**config.mk**
```make
export PLATFORM = sky130hd
export DESIGN_NAME = vrf_group_writeback
export DESIGN_NICKNAME = d
export VERILOG_FILES = /design/src/rtl/vrf_group_writeback.sv
export SDC_FILE = /design/constraint.sdc
export NUM_CORES = 1
export LEC_CHECK = 0
export ABC_AREA = 1
export CORE_UTILIZATION = 40
export DETAILED_ROUTE_END_ITERATION = 10
export PLACE_DENSITY_LB_ADDON = 0.15
export SYNTH_ARGS = -nofsm -noshare
export SYNTH_HDL_FRONTEND = slang
export SYNTH_SLANG_ARGS = --single-unit
```
**constraint.sdc**
```tcl
create_clock -name clk -period 3.6 [get_ports clk]
set_input_delay 0.54 -clock clk [delete_from_list [all_inputs] [get_ports clk]]
set_output_delay 0.54 -clock clk [all_outputs]
set_load 0.05 [all_outputs]
```
**src/rtl/vrf_group_writeback.sv**
```systemverilog
// vrf_group_writeback
//   Writes the result of a grouped (LMUL>1) vector operation back to the VRF.
//   Accepts one VLEN-bit result beat per register of the destination group and
//   issues a registered VRF write for each, masking bytes past vl so that tail
//   elements are left undisturbed.
//
// Ports
//   clk, rst            clock, asynchronous active-low reset
//   start               begin a group writeback (sampled only in IDLE)
//   lmul_encoded_id     000=1 001=2 010=4 011=8, others reserved
//   sew_encoded_id      000=8 001=16 010=32 011=64, others reserved
//   AVL                 application vector length in elements
//   wa_base             first register of the destination group
//   res_valid/res_ready result beat handshake, res_data = beat
//   busy                high outside IDLE
//   wa/wd/wen/wbe       VRF write port (registered, one cycle after handshake)
//   done/err            one-cycle completion pulse, err = configuration rejected
//
// state | meaning
// ------+--------------------------------------------------------------
// IDLE  | waiting for start; config is validated and latched on start
// WRITE | accepting beats, one per group register
// FIN   | done pulse (err reflects rejected config), then back to IDLE
module vrf_group_writeback #(
  parameter int VLEN = 64,
  parameter int NREG = 32
) (
  input  logic            clk,
  input  logic            rst,
  input  logic            start,
  input  logic [2:0]      lmul_encoded_id,
  input  logic [2:0]      sew_encoded_id,
  input  logic [7:0]      AVL,
  input  logic [4:0]      wa_base,
  input  logic            res_valid,
  input  logic [VLEN-1:0] res_data,
  output logic            res_ready,
  output logic            busy,
  output logic [4:0]      wa,
  output logic [VLEN-1:0] wd,
  output logic            wen,
  output logic [VLEN/8-1:0] wbe,
  output logic            done,
  output logic            err
);

  localparam int BEAT_BYTES = VLEN / 8;

  typedef enum logic [1:0] {
    IDLE  = 2'd0,
    WRITE = 2'd1,
    FIN   = 2'd2
  } state_t;

  state_t state, state_next;

  logic [2:0] beat;
  logic [3:0] lmul_r;
  logic [4:0] base_r;
  logic [6:0] vlbytes_r;
  logic       err_r;

  // Configuration decode, evaluated against the raw inputs during IDLE.
  logic [3:0] lmul_val;
  logic [2:0] vlmax_sh;
  logic [6:0] vlmax;
  logic [6:0] vl;
  logic [6:0] vlbytes;
  logic       cfg_err;

  assign lmul_val = 4'd1 << lmul_encoded_id[1:0];

  // VLMAX = LMUL*VLEN/SEW = 2^(3 + lmul_log - sew_log) for VLEN=64, SEW=8<<sew_log.
  assign vlmax_sh = 3'd3 + {1'b0, lmul_encoded_id[1:0]} - {1'b0, sew_encoded_id[1:0]};
  assign vlmax    = 7'd1 << vlmax_sh;
  assign vl       = ({1'b0, AVL} < {2'b0, vlmax}) ? AVL[6:0] : vlmax;
  // vl*SEW/8 never exceeds LMUL*8 = 64, so 7 bits cannot overflow.
  assign vlbytes  = vl << sew_encoded_id[1:0];

  assign cfg_err = lmul_encoded_id[2]
                 | sew_encoded_id[2]
                 | ((wa_base[3:0] & (lmul_val - 4'd1)) != 4'd0)
                 | (({2'b0, wa_base} + {3'b0, lmul_val}) > 7'(NREG));

  logic                  hs;
  logic                  last_beat;
  logic [BEAT_BYTES-1:0] wbe_next;

  assign hs        = (state == WRITE) && res_valid;
  assign last_beat = ({1'b0, beat} == (lmul_r - 4'd1));

  always_comb begin
    wbe_next = '0;
    for (int b = 0; b < BEAT_BYTES; b++) begin
      wbe_next[b] = (({1'b0, beat, 3'b000} + 7'(b)) < vlbytes_r);
    end
  end

  always_ff @(posedge clk or negedge rst) begin
    if (!rst) state <= IDLE;
    else      state <= state_next;
  end

  always_comb begin
    state_next = state;
    case (state)
      IDLE:    if (start) state_next = cfg_err ? FIN : WRITE;
      WRITE:   if (hs && last_beat) state_next = FIN;
      FIN:     state_next = IDLE;
      default: state_next = IDLE;
    endcase
  end

  assign res_ready = (state == WRITE);
  assign busy      = (state != IDLE);
  assign done      = (state == FIN);
  assign err       = (state == FIN) && err_r;

  always_ff @(posedge clk or negedge rst) begin
    if (!rst) begin
      beat      <= '0;
      lmul_r    <= '0;
      base_r    <= '0;
      vlbytes_r <= '0;
      err_r     <= 1'b0;
    end else if (state == IDLE) begin
      if (start) begin
        beat      <= '0;
        lmul_r    <= lmul_val;
        base_r    <= wa_base;
        vlbytes_r <= vlbytes;
        err_r     <= cfg_err;
      end
    end else if (hs) begin
      beat <= beat + 3'd1;
    end
  end

  // Write port: a beat past vl is still consumed and its address/data/mask
  // registered, but wen stays low so the register is not disturbed.
  always_ff @(posedge clk or negedge rst) begin
    if (!rst) begin
      wa  <= '0;
      wd  <= '0;
      wbe <= '0;
      wen <= 1'b0;
    end else begin
      wen <= hs && (wbe_next != '0);
      if (hs) begin
        wa  <= base_r + {2'b0, beat};
        wd  <= res_data;
        wbe <= wbe_next;
      end
    end
  end

endmodule

```
==> results_dict.tcl, run 1 <==
set metrics [dict create \
    io_pins 169 \
    fin_skew_ns 0.00833 \
    placed_area_mm2 0.00667 \
    rows 39 \
    synth_edf_count 0 \
    synthCells 583 \
    gr-usage-all-layers 0.204 \
    synthesis.area_mm2 0.00479 \
    cts.repair.resized 0 \
    netSwitchingFraction 0.460 \
    yosysWarnings 0 \
    p_leak_nw 3.47 \
    worstSetupPathType "input pin to flop" \
    gr-total-overflow 0 \
    gp_congestion 0.880 \
    first_iter_violations 371 \
    rsz0062_at_grt "false" \
    holdWs_ns 0.350 \
    nets 866 \
    max_slew_margin 0.340 \
    switchingPower_mw 2.96 \
    fin_tns_setup_ns 0 \
    cp-startpoint "sew_encoded_id[0]" \
    instances_no_fill 903 \
    path_cells "clkdlybuf4s50_1, inv_1, ha_1, inv_1, fa_1, buf_4, nor3_1, inv_1, ha_1, a211oi_4, buf_4, nand2_4, nand2_1, nand3_1, nand3_1, nand3_1" \
    r2r_slack_ns 1.73 \
    htreeDepth 3 \
    post-route-min-period_ns 3.18 \
    grt_pass1_vias 4209 \
    reg2reg_from "state[0]$_DFFE_PN0P_" \
    grt.busiest_layer "met2" \
    syn_avg_cell_area_um2 8.22 \
    seqPwrFrac 0.291 \
    violations "DRC" \
    r2r_end "err_r$_DFFE_PN0P_" \
    hold_path_class "input pin to asynchronous set/reset pin" \
    synth-seq-cells 100 \
    clkSinkCount 100 \
    initial_utilization 0.414 \
    wl_um 12000 \
    via_per_inst 4.74 \
    reg2regPathDepth 5 \
    critPathLaunchType "input pin" \
    cts_buffers 9 \
    grt_max_degree 80 \
    slew_violations 0 \
    io_buffers 168 \
    fin_area_mm2 0.00703 \
    clkPwrFrac 0.181 \
    critPathMaxFanout 8 \
    maxCapViolCount 0 \
    use_met3 0.0299 \
    postCtsHoldBufs 0 \
    endpoint "vlbytes_r[5]$_DFFE_PN0P_" \
    hold_viol 0 \
    ant_nets 0 \
    hpwl_um 9060 \
    die_w_um 111 \
    core_area_mm2 0.0116 \
    drive_gt1_frac 0.0513 \
    ys_async_sr_fraction 1.00 \
    drc 17 \
    synth_seq_area_share 0.522 \
    clock.fmax_mhz 315 \
    cpPeakStageDelay_ns 0.48 \
    wl_per_cell_um 13.3 \
    placed_cells 887 \
    cts_setup_buffers 0 \
    ir_drop_mv 0.318 \
    cts_tree "done" \
    max_slew.worst_pin.slew_ns 0.990 \
    die_h_um 111 \
    fin_crit_sh 0.882 \
    drt-pass1-iter-count 8 \
    dieArea_mm2 0.0124 \
    use_met1 0.260 \
    insertion_delay_ns 0.34 \
    cts_root_buf "clkbuf_16" \
    finalSetupViolCount 0 \
    antenna_found_initial 0 \
    diodes 0 \
    clk_pin_slew_ns 0.06 \
    synthesis.nets 694 \
    vias 4280 \
    powerDensity_mw_per_mm2 916 \
    power_frac_comb 0.529 \
    cp-end-kind "flop" \
    grtUsageMet2 0.348 \
    status "complete, but fails checks" \
    ys_types 32 \
    critPathSlowestCell "clkdlybuf4s50_1" \
    intPower_mw 3.48 \
    cp.required_ns 3.82 \
    ys.flop_type "dfrtp_1" \
    worst_ep_arrival_time_ns 3.39 \
    grt_first_pass_wirelength_um 20400 \
    syn_to_final_growth_pct 46.7 \
    clockBufferDepth 2 \
    final_util 0.608 \
]
-- cell families after synthesis --
kind of cell    share of synthesized area
compound gates                     0.0527
xor+xnor                           0.0164
fa+ha+maj                          0.0674
buf+inv                            0.0546
flops                               0.522
simple gates                        0.287
-- per-layer routing --
| layer | vias up | routed length [um] |
|---|---|---|
| met5 | - | 0 |
| met1 | 1959 | 5290 |
| met2 | 136 | 5820 |
| li1 | 2162 | - |
| met3 | 23 | 627 |
| met4 | 0 | 285 |
-- sequential cells by signal, indices dropped and copies added (netlist names) --
signal / count
lmul_r: 4
err_r: 1
wen: 1
wa: 5
vlbytes_r: 7
base_r: 5
wbe: 8
beat: 3
state: 2
wd: 64
-- per-stage QoR --
stage	setup WS [ns]	power, mW
after floorplan	0.286	4.06
after global placement	0.111	5.26
after detailed placement	0.0652	5.32
after CTS	0.425	6.50
after global routing	0.152	6.78
final	0.423	6.44
-- how the worst min path moves through the flow --
stage               cells after the start  slack [ns]                     to                from
detailed placement                      2        0.46     wd[56]$_DFFE_PN0P_  wd[56]$_DFFE_PN0P_
global route                            1        0.45     wd[49]$_DFFE_PN0P_                 rst
floorplan                               0        0.24  base_r[0]$_DFFE_PN0P_                 rst
CTS                                     1        0.41     wd[61]$_DFFE_PN0P_                 rst
finish                                  1        0.35     wd[54]$_DFFE_PN0P_                 rst
global placement                        2        0.46     wd[42]$_DFFE_PN0P_  wd[42]$_DFFE_PN0P_
-- cells in the mapped netlist (4+ instances only) --
cell / count / area share
inv_1: 47 / 0.037
xor2_1: 5 / 0.0091
nand3_1: 35 / 0.037
o21ai_0: 27 / 0.028
buf_2: 5 / 0.0052
nand2_1: 270 / 0.21
dfrtp_1: 100 / 0.52
a21oi_1: 4 / 0.0042
clkbuf_1: 14 / 0.011
nor2_1: 16 / 0.013
nor3_1: 7 / 0.0073
ha_1: 21 / 0.055
xnor2_1: 4 / 0.0073
-- final cells by class --
class | count | area, um^2
Fill cell | 1038 | 4530
Clock inverter | 6 | 136
Multi-Input combinational cell | 415 | 2030
Tap cell | 143 | 179
Clock buffer | 10 | 229
Timing Repair Buffer | 180 | 1770
Inverter | 49 | 184
Sequential cell | 100 | 2500
-- power by group through the flow --
stage	clock network, mW	registers (mW)	logic, mW
CTS	1.19	1.87	3.43
detailed placement	0	1.89	3.42
global placement	0	1.87	3.39
finish	1.16	1.87	3.40
floorplan	0	3.40	0.660
global route	1.24	1.94	3.59
-- critical path, delay by kind of cell --
family,cells,cell delay (ns)
compound gates,1,0.23
buf+inv,6,1.04
simple gates,6,0.68
fa+ha+maj,3,0.91
-- layout by cell type, fill, tap and decap left out, drive strengths merged, types with 3 or more instances in the layout --
cell / instances
dfrtp: 100
nor2: 17
xnor2: 4
xor2: 5
bufinv: 4
ha: 21
nand3: 38
clkdlybuf4s50: 167
o21ai: 29
a21oi: 5
nand2: 273
a211oi: 3
nor3: 7
inv: 48
fa: 3
clkbuf: 10
buf: 13
Power figures use the tool's default switching activity.
==> inputs of run 2 (changes only) <==
- CTS_CLUSTER_DIAMETER: not set -> 200
- MAX_ROUTING_LAYER: not set -> met4
- SKIP_LAST_GASP: not set -> 1
==> results_dict.tcl, run 2 (synthesis gave the netlist of run 1 again) <==
set metrics [dict create \
    finalSetupViolCount 0 \
    nets 866 \
    cts_root_buf "clkbuf_16" \
    io_pins 169 \
    highest_layer "met4" \
    fin_skew_ns 0.00829 \
    p_leak_nw 3.47 \
    postCtsHoldBufs 0 \
    cts_buffers 9 \
    reg2reg_from "state[0]$_DFFE_PN0P_" \
    powerDensity_mw_per_mm2 916 \
    final_common_cell "nand2_1" \
    dp_slack_ns 0.0652 \
    path_delay_family "buffers and inverters" \
    htreeDepth 3 \
    dieArea_mm2 0.0124 \
    clkSinkCount 100 \
    path_cells "clkdlybuf4s50_1, inv_1, ha_1, inv_1, fa_1, buf_4, nor3_1, inv_1, ha_1, a211oi_4, buf_4, nand2_4, nand2_1, nand3_1, nand3_1, nand3_1" \
    setup_ws_ns 0.424 \
    placed_area_mm2 0.00667 \
    wl_met3_um 679 \
    io_buffers 168 \
    wl_um 12000 \
    cpPeakStageDelay_ns 0.48 \
    diodes 0 \
    die_w_um 111 \
    post-route-min-period_ns 3.18 \
    wl_met1_um 5260 \
    hold_viol 0 \
    worstSetupPathType "input pin to flop" \
    max_slew.worst_pin.slew_ns 0.996 \
    vias 4295 \
    clk_pin_slew_ns 0.06 \
    gr-total-overflow 0 \
    clockBufferDepth 2 \
    fin_tns_setup_ns 0 \
    gr-usage-all-layers 0.211 \
    cp-end-kind "flop" \
    worst_ep_arrival_time_ns 3.39 \
    gp_congestion 0.894 \
    fin_area_mm2 0.00703 \
    reg2regPathDepth 5 \
    hold_path_class "input pin to asynchronous set/reset pin" \
    grt_pass1_vias 4206 \
    drt-pass1-iter-count 7 \
    clock.fmax_mhz 315 \
    insertion_delay_ns 0.34 \
    grt_max_degree 80 \
    multiInputGateArea_mm2 0.00203 \
    critPathLaunchType "input pin" \
    syn_to_final_growth_pct 46.7 \
    holdWs_ns 0.345 \
    cp.required_ns 3.82 \
    hpwl_um 9060 \
    ant_nets 0 \
    maxCapViolCount 0 \
    slew_violations 0 \
    largest_reg_flops 64 \
    cts.repair.resized 0 \
    critPathMaxFanout 8 \
    critPathSlowestCell "clkdlybuf4s50_1" \
    path_buf_inv 6 \
    wl_per_cell_um 13.3 \
    fin_crit_sh 0.882 \
    cts_setup_buffers 0 \
    ff_latch_area_mm2 0.00250 \
    first_iter_violations 330 \
    cp-startpoint "sew_encoded_id[0]" \
    initial_utilization 0.414 \
    drc 17 \
    drive_gt1_frac 0.0513 \
    final_cell_mix "nand2_1, clkdlybuf4s50_1, dfrtp_1" \
    core_area_mm2 0.0116 \
    fin_total_pwr_mw 6.44 \
    dr_wl_met2_um 5790 \
    rows 39 \
    cts_tree "done" \
    die_h_um 111 \
    violations "DRC" \
    grt_first_pass_wirelength_um 20400 \
    max_slew_margin 0.336 \
    status "complete, but fails checks" \
    max_flop_register "wd" \
    rsz0062_at_grt "false" \
    r2r_end "err_r$_DFFE_PN0P_" \
    reg_top3 "wd x64, wbe x8, vlbytes_r x7" \
    via_per_inst 4.76 \
    antenna_found_initial 0 \
    nFillCells 1038 \
    r2r_slack_ns 1.74 \
    ir_drop_mv 0.317 \
]
-- run 2: power breakdown --
part           internal [mW]  switching [mW]
Clock                  0.751           0.412
Sequential              1.60           0.269
Combinational           1.12            2.28
-- run 2: cell type report --
type                    count  area share
flip-flops and latches    100       0.356
multi-input cells         415       0.289
clock buffers              10      0.0326
inverters                  49      0.0262
repair buffers            180       0.252
clock inverters             6      0.0194
well taps                 143      0.0254
-- run 2: metrics by stage --
step,instances,utilization
floorplan,583,-
detailed placement,887,0.576
CTS,903,0.608
global placement,887,0.576
global route,903,0.608
finish,903,0.608
-- run 2: worst max path at each step --
stage                               endpoint  slack, ns  cells after the start
global route        vlbytes_r[4]$_DFFE_PN0P_       0.16                     17
CTS                 vlbytes_r[1]$_DFFE_PN0P_       0.42                     16
detailed placement  vlbytes_r[5]$_DFFE_PN0P_       0.07                     16
floorplan           vlbytes_r[3]$_DFFE_PN0P_       0.29                     16
finish              vlbytes_r[5]$_DFFE_PN0P_       0.42                     16
global placement    vlbytes_r[1]$_DFFE_PN0P_       0.11                     17
-- run 2: routing by layer --
layer / up-vias / global-route usage
li1: 2163 / -
met1: 1964 / 0.260
met2: 147 / 0.348
met3: 21 / 0.0365
met4: 0 / 0.0802
met5: - / -
